===== config.mk =====
export PLATFORM = sky130hd
export DESIGN_NAME = ps2_key_decoder
export DESIGN_NICKNAME = d
export VERILOG_FILES = /design/src/rtl/ps2_pkg.sv /design/src/rtl/ps2_event_fifo.sv /design/src/rtl/ps2_key_decoder.sv
export SDC_FILE = /design/constraint.sdc
export NUM_CORES = 1
export LEC_CHECK = 0
export CAP_MARGIN = 40
export CORE_UTILIZATION = 35
export CTS_CLUSTER_SIZE = 24
export DETAILED_ROUTE_END_ITERATION = 8
export GPL_TIMING_DRIVEN = 1
export HOLD_SLACK_MARGIN = 0.05
export SYNTH_ARGS = -nofsm -noshare
export SYNTH_HDL_FRONTEND = slang
export SYNTH_SLANG_ARGS = --single-unit

===== constraint.sdc =====
create_clock -name clk -period 2.77 [get_ports clk]
set_input_delay 0.554 -clock clk [delete_from_list [all_inputs] [get_ports clk]]
set_output_delay 0.554 -clock clk [all_outputs]
set_load 0.05 [all_outputs]

===== src/rtl/ps2_pkg.sv =====
// Shared types and byte constants for the PS/2 Set-2 key decoder.
package ps2_pkg;

    typedef enum logic [2:0] {
        ST_IDLE    = 3'd0,
        ST_EXT     = 3'd1,
        ST_BRK     = 3'd2,
        ST_EXT_BRK = 3'd3,
        ST_PAUSE   = 3'd4
    } ps2_state_e;

    localparam logic [7:0] PREFIX_EXT   = 8'hE0;
    localparam logic [7:0] PREFIX_BRK   = 8'hF0;
    localparam logic [7:0] PREFIX_PAUSE = 8'hE1;
    localparam logic [7:0] BAT_OK       = 8'hAA;
    localparam logic [7:0] BAT_FAIL     = 8'hFC;
    localparam logic [7:0] ERR0         = 8'h00;
    localparam logic [7:0] ERR1         = 8'hFF;

    // Bytes of the Pause sequence that follow the leading E1.
    localparam logic [2:0] PAUSE_SKIP   = 3'd7;

    typedef struct packed {
        logic [7:0] code;
        logic       ext;
        logic       brk;
    } ps2_event_t;

    function automatic logic is_status_byte(input logic [7:0] b);
        return (b == BAT_OK) || (b == BAT_FAIL) || (b == ERR0) || (b == ERR1);
    endfunction

endpackage


===== src/rtl/ps2_event_fifo.sv =====
// Synchronous event FIFO; a push into a full FIFO succeeds only alongside a pop.
module ps2_event_fifo
    import ps2_pkg::*;
#(
    parameter int FIFO_DEPTH = 8
) (
    input  logic       clk,
    input  logic       rst_n,
    input  logic       push,
    input  ps2_event_t push_evt,
    input  logic       pop,
    output ps2_event_t head,
    output logic       empty,
    output logic       full
);

    localparam int AW = $clog2(FIFO_DEPTH);
    localparam logic [AW:0] PTR_ONE = (AW+1)'(1);

    logic [AW:0] r_wr_ptr;
    logic [AW:0] r_rd_ptr;
    ps2_event_t  r_mem [FIFO_DEPTH];
    logic        w_do_pop;
    logic        w_do_push;

    assign empty     = (r_wr_ptr == r_rd_ptr);
    assign full      = (r_wr_ptr[AW] != r_rd_ptr[AW]) &&
                       (r_wr_ptr[AW-1:0] == r_rd_ptr[AW-1:0]);
    assign w_do_pop  = pop && !empty;
    assign w_do_push = push && (!full || w_do_pop);
    assign head      = r_mem[r_rd_ptr[AW-1:0]];

    // Read/write pointer update.
    always_ff @(posedge clk or negedge rst_n) begin
        if (!rst_n) begin
            r_wr_ptr <= '0;
            r_rd_ptr <= '0;
        end else begin
            if (w_do_push) begin
                r_wr_ptr <= r_wr_ptr + PTR_ONE;
            end
            if (w_do_pop) begin
                r_rd_ptr <= r_rd_ptr + PTR_ONE;
            end
        end
    end

    // Storage; cleared on reset so an empty FIFO presents an all-zero head.
    always_ff @(posedge clk or negedge rst_n) begin
        if (!rst_n) begin
            for (int i = 0; i < FIFO_DEPTH; i++) begin
                r_mem[i] <= '0;
            end
        end else if (w_do_push) begin
            r_mem[r_wr_ptr[AW-1:0]] <= push_evt;
        end
    end

endmodule


===== src/rtl/ps2_key_decoder.sv =====
// Assembles Set-2 prefix sequences into key events and queues them for the system.
// Optional PS2_MODIFIER_TRACK_EN adds the mods[7:0] modifier-state output.
module ps2_key_decoder
    import ps2_pkg::*;
#(
    parameter int FIFO_DEPTH = 8,
    parameter int ERR_CNT_W  = 8
) (
    input  logic                 clk,
    input  logic                 rst_n,
    input  logic                 rx_valid,
    input  logic [7:0]           rx_code,
    input  logic                 rx_parity_err,
    input  logic                 rx_frame_err,
    output logic                 evt_valid,
    input  logic                 evt_ready,
    output logic [7:0]           evt_code,
    output logic                 evt_ext,
    output logic                 evt_break,
    output logic                 overflow,
    output logic [ERR_CNT_W-1:0] err_cnt,
    input  logic                 stat_clr,
    output logic [7:0]           dev_status
`ifdef PS2_MODIFIER_TRACK_EN
    ,
    output logic [7:0]           mods
`endif
);

    localparam logic [ERR_CNT_W-1:0] ERR_ONE = ERR_CNT_W'(1);

    ps2_state_e           r_state;
    ps2_state_e           w_state_nxt;
    logic [2:0]           r_skip;
    logic [2:0]           w_skip_nxt;
    logic                 w_push;
    ps2_event_t           w_push_evt;
    logic                 w_status_we;
    logic                 w_good;
    logic                 w_bad;
    logic                 w_pop;
    logic                 w_empty;
    logic                 w_full;
    ps2_event_t           w_head;
    logic                 r_overflow;
    logic [ERR_CNT_W-1:0] r_err_cnt;
    logic [7:0]           r_dev_status;

    assign w_bad  = rx_valid && (rx_parity_err || rx_frame_err);
    assign w_good = rx_valid && !rx_parity_err && !rx_frame_err;

    // State and Pause skip-counter registers.
    always_ff @(posedge clk or negedge rst_n) begin
        if (!rst_n) begin
            r_state <= ST_IDLE;
            r_skip  <= 3'd0;
        end else begin
            r_state <= w_state_nxt;
            r_skip  <= w_skip_nxt;
        end
    end

    // Prefix decode: next state and the event to push for this byte.
    always_comb begin
        w_state_nxt     = r_state;
        w_skip_nxt      = r_skip;
        w_push          = 1'b0;
        w_status_we     = 1'b0;
        w_push_evt.code = rx_code;
        w_push_evt.ext  = 1'b0;
        w_push_evt.brk  = 1'b0;
        if (w_bad) begin
            w_state_nxt = ST_IDLE;
        end else if (w_good) begin
            case (r_state)
                ST_IDLE: begin
                    if (rx_code == PREFIX_EXT) begin
                        w_state_nxt = ST_EXT;
                    end else if (rx_code == PREFIX_BRK) begin
                        w_state_nxt = ST_BRK;
                    end else if (rx_code == PREFIX_PAUSE) begin
                        w_state_nxt = ST_PAUSE;
                        w_skip_nxt  = PAUSE_SKIP;
                    end else if (is_status_byte(rx_code)) begin
                        w_status_we = 1'b1;
                    end else begin
                        w_push = 1'b1;
                    end
                end
                ST_EXT: begin
                    if (rx_code == PREFIX_BRK) begin
                        w_state_nxt = ST_EXT_BRK;
                    end else if (rx_code == PREFIX_EXT) begin
                        w_state_nxt = ST_EXT;
                    end else begin
                        w_push         = 1'b1;
                        w_push_evt.ext = 1'b1;
                        w_state_nxt    = ST_IDLE;
                    end
                end
                ST_BRK: begin
                    w_push         = 1'b1;
                    w_push_evt.brk = 1'b1;
                    w_state_nxt    = ST_IDLE;
                end
                ST_EXT_BRK: begin
                    w_push         = 1'b1;
                    w_push_evt.ext = 1'b1;
                    w_push_evt.brk = 1'b1;
                    w_state_nxt    = ST_IDLE;
                end
                ST_PAUSE: begin
                    if (r_skip == 3'd1) begin
                        w_push          = 1'b1;
                        w_push_evt.code = PREFIX_PAUSE;
                        w_push_evt.ext  = 1'b1;
                        w_skip_nxt      = 3'd0;
                        w_state_nxt     = ST_IDLE;
                    end else begin
                        w_skip_nxt = r_skip - 3'd1;
                    end
                end
                default: begin
                    w_state_nxt = ST_IDLE;
                end
            endcase
        end else begin
            w_state_nxt = r_state;
        end
    end

    assign evt_valid = !w_empty;
    assign w_pop     = evt_valid && evt_ready;

    ps2_event_fifo #(
        .FIFO_DEPTH (FIFO_DEPTH)
    ) u_fifo (
        .clk      (clk),
        .rst_n    (rst_n),
        .push     (w_push),
        .push_evt (w_push_evt),
        .pop      (w_pop),
        .head     (w_head),
        .empty    (w_empty),
        .full     (w_full)
    );

    assign evt_code  = w_head.code;
    assign evt_ext   = w_head.ext;
    assign evt_break = w_head.brk;

    // Status: saturating error count and sticky overflow; clear wins.
    always_ff @(posedge clk or negedge rst_n) begin
        if (!rst_n) begin
            r_err_cnt  <= '0;
            r_overflow <= 1'b0;
        end else if (stat_clr) begin
            r_err_cnt  <= '0;
            r_overflow <= 1'b0;
        end else begin
            if (w_bad && (r_err_cnt != '1)) begin
                r_err_cnt <= r_err_cnt + ERR_ONE;
            end
            if (w_push && w_full && !w_pop) begin
                r_overflow <= 1'b1;
            end
        end
    end

    // Last device status byte seen while idle.
    always_ff @(posedge clk or negedge rst_n) begin
        if (!rst_n) begin
            r_dev_status <= 8'h00;
        end else if (w_status_we) begin
            r_dev_status <= rx_code;
        end
    end

    assign err_cnt    = r_err_cnt;
    assign overflow   = r_overflow;
    assign dev_status = r_dev_status;

`ifdef PS2_MODIFIER_TRACK_EN
    logic [7:0] r_mods;

    // Returns {hit, bit index} for a modifier key; fake-shift E0 12/E0 59 never hits.
    function automatic logic [3:0] mod_index(input logic ext, input logic [7:0] code);
        case ({ext, code})
            9'h012:  return 4'b1000;
            9'h059:  return 4'b1001;
            9'h014:  return 4'b1010;
            9'h114:  return 4'b1011;
            9'h011:  return 4'b1100;
            9'h111:  return 4'b1101;
            9'h11F:  return 4'b1110;
            9'h127:  return 4'b1111;
            default: return 4'b0000;
        endcase
    endfunction

    logic [3:0] w_mod_hit;
    assign w_mod_hit = mod_index(w_push_evt.ext, w_push_evt.code);

    // Modifier state follows generated events whether or not the FIFO accepts them.
    always_ff @(posedge clk or negedge rst_n) begin
        if (!rst_n) begin
            r_mods <= 8'h00;
        end else if (w_push && w_mod_hit[3]) begin
            r_mods[w_mod_hit[2:0]] <= !w_push_evt.brk;
        end
    end

    assign mods = r_mods;
`endif

endmodule


==> impl_metrics.yaml <==
outcome:
  status: "complete, no violations"
final_layout:
  syn_to_final_growth_pct: 19.8
  drive_gt1_share_pct: 33.6
  layout_commonest_cell: "dfrtp_1"
  num-fill-cells: 1406
  final_area_sq_mm: 0.00655
  layout_common_cells: "111 x dfrtp_1, 52 x mux2_2, 44 x buf_4, 39 x mux2_1, 30 x clkdlybuf4s50_1"
  final_cells: 644
  fin_nets: 471
  n_antenna_cell: 0
worst_setup_path:
  cp_slowest_stage_delay_ps: 650
  r2r_start: "u_fifo.r_wr_ptr[2]"
  crit_chain: "clkdlybuf4s50_1, a2111oi_4, nor4_1, a22o_1, buf_4, nand4_4, mux2_2"
  rr_worst_depth: 6
  r2r_slack_ps: 390
  path_buf_inv: 2
  crit_type: "in2reg"
  cp.arrival_ps: 2860
  crit_required_ps: 3000
  r2r-end: "u_fifo.r_mem[79]"
  path_delay_family: "buffers and inverters"
  worst_setup_path_end_kind: "flip-flop"
  start_kind: "input pin"
  worst-path-max-fanout: 10
  slowest_stage: "clkdlybuf4s50_1"
clock_network:
  clk_latency_ps: 350
  clk_pin_slew_ps: 70
  clock-sinks: 111
  cts.path.max_buffers: 2
  post_cts_buffers: 0
  cts_resized: 0
  cts_tree: "yes"
  cts_buffers: 9
  clock-root-buffer: "clkbuf_16"
  cts-htree-levels: 3
  hold_buffers: 0
floorplan:
  die_x_um: 127
  coreArea_sq_mm: 0.0152
  io_pins: 43
  fp-row-count: 45
  die_y_um: 127
  die-area_sq_mm: 0.0161
  start_util_pct: 36.0
pwr:
  swShare_pct: 34.9
  peakVddDrop_uv: 355
  power.internal_w: 0.00405
  pwr-share-clk_pct: 21.1
  pwr-share-comb_pct: 40.1
  power.density_mw_per_mm2: 950
  p_sw_w: 0.00217
  p_leak_nw: 2.97
  p_seq_share_pct: 38.8
sta:
  max_freq_ghz: 0.381
  worstMarginPinSlew_ps: 616
  slew_headroom_pct: 58.9
  setup_violations: 0
  period_needed_ps: 2620
  finalHoldViolations: 0
  maxSlewViolCount: 0
  rsz0062_at_grt: "false"
  fin_skew_ps: 5.96
  fin_crit_sh_pct: 94.7
grt:
  grt_pass1_wl_mm: 19.3
  track_usage_pct: 15.7
  grt_pass1_vias: 3539
  overflow: 0
  grt_max_degree: 59
  antenna_found_initial: 0
place:
  portBuffers: 42
  place_area_sq_mm: 0.00625
  dp_hpwl_mm: 8.31
  place_congestion: 0.796
  place_inst: 628
detailed_routing:
  dr.max_layer_used: "met4"
  drcViolationCount: 0
  drtIter0Drc: 158
  wl_met3_um: 297
  firstDrtPassIters: 4
  wl_per_cell_um: 18.1
  via_per_inst: 5.19
  wl_met1_mm: 5.51
  ant_nets: 0
  vias: 3344
  finalWirelength_mm: 11.7
  met2WireLength_mm: 5.75
hold_path:
  hp-class: "in2async"
synth:
  ys_async_sr_fraction_pct: 100
  synthCells: 385
  avgSynthCellArea_sq_um: 14.2
  synth_area_sq_mm: 0.00547
  synth-edff-count: 0
  ys_ff_latch: 111
  synthesis.nets: 405
  yosysUniqueCellTypes: 48
  seq_area_frac_synth_pct: 50.8
  synth_warnings: 0
  synth-main-ff-cell: "dfrtp_1"
flow_run:
  maxCapViolCount: 0
## cell type report
| cell class | instances | area (sq um) | area share (%) |
|---|---|---|---|
| tap | 188 | 235 | 3.59 |
| timing repair buffer | 77 | 691 | 10.6 |
| multi-input combinational | 247 | 2520 | 38.6 |
| clock inverter | 5 | 56.3 | 0.860 |
| inverter | 5 | 18.8 | 0.287 |
| clock buffer | 11 | 243 | 3.71 |
| sequential | 111 | 2780 | 42.4 |
## synth_stat cells, types with 3 or more instances
cell type | number | area, sq um
dfrtp_1 | 111 | 2780
mux2_2 | 52 | 586
mux2_1 | 39 | 439
mux4_2 | 20 | 450
nor2_1 | 18 | 67.6
nand2_1 | 13 | 48.8
mux2_4 | 10 | 150
xnor2_1 | 10 | 87.6
and2_1 | 7 | 43.8
buf_6 | 7 | 78.8
clkbuf_1 | 7 | 26.3
nand2b_1 | 7 | 43.8
xor2_1 | 7 | 61.3
a21oi_1 | 6 | 30.0
ha_1 | 5 | 62.6
inv_1 | 5 | 18.8
nand4_1 | 5 | 31.3
buf_2 | 4 | 20.0
nand3_1 | 4 | 20.0
nor2b_1 | 4 | 25.0
nand4_4 | 3 | 63.8
nand4b_1 | 3 | 26.3
nor4_1 | 3 | 18.8
o21ai_0 | 3 | 15.0
## logic make-up (layout without fill, tap and decap cells)
logic type      Yosys count  count (layout)  share of synthesized area (%)
simple gates             81              81                           9.18
fa+ha+maj                 5               5                           1.14
compound gates           21              21                           3.04
mux                     123             123                           30.1
xor+xnor                 17              17                           2.72
flops                   111             111                           50.8
buf+inv                  27              98                           3.00
## per-layer routing
| layer | vias to the layer above | GRT usage [%] |
|---|---|---|
| li1 | 1539 | - |
| met1 | 1747 | 20.9 |
| met2 | 48 | 26.1 |
| met3 | 10 | 3.89 |
| met4 | 0 | 3.43 |
| met5 | - | 0 |
## stage by stage
stage               hold slack (ps)  util (%)  setup slack [ps]  power [W]  TNS (ps)
floorplan                       258         -               522    0.00424         0
global placement                468      41.1              -157    0.00487     -7520
detailed placement              480      41.1              -199    0.00495    -11060
CTS                             174      43.1               158    0.00628         0
global route                    191      43.1              74.3    0.00656         0
finish                          170      43.1               148    0.00622         0
## power groups by stage
stage / Sequential, W / Clock [W] / Combinational, W
2_1_floorplan: 0.00237 / 0 / 0.00187
3_3_place_gp: 0.00241 / 0 / 0.00246
3_5_place_dp: 0.00244 / 0 / 0.00251
4_1_cts: 0.00241 / 0.00135 / 0.00252
5_1_grt: 0.00248 / 0.00141 / 0.00267
6_report: 0.00241 / 0.00131 / 0.00249
## worst register-to-register path: stages, from the launching register on
cell	delay, ps
dfrtp_1	460
xnor2_1	250
nand3_1	140
or3_1	610
and4b_1	330
buf_4	180
mux2_4	300
## state kept, by name, indices dropped and copies added (netlist names)
signal,flops
overflow,1
u_fifo.r_wr_ptr,4
u_fifo.r_rd_ptr,4
u_fifo.r_mem,80
r_skip,3
r_state,3
dev_status,8
err_cnt,8
## how the worst max path moves through the flow
stage                            start               end  slack (ps)  cells after the start
finish                      rx_code[0]  u_fifo.r_mem[57]         150                      7
global route             rx_parity_err  u_fifo.r_mem[58]          70                      8
CTS                 u_fifo.r_rd_ptr[0]       evt_code[0]         160                      4
detailed placement          rx_code[6]  u_fifo.r_mem[50]        -200                      8
global placement            rx_code[1]  u_fifo.r_mem[50]        -160                      8
floorplan           u_fifo.r_rd_ptr[0]         evt_break         520                      4
(Power assumes the default switching activity.)
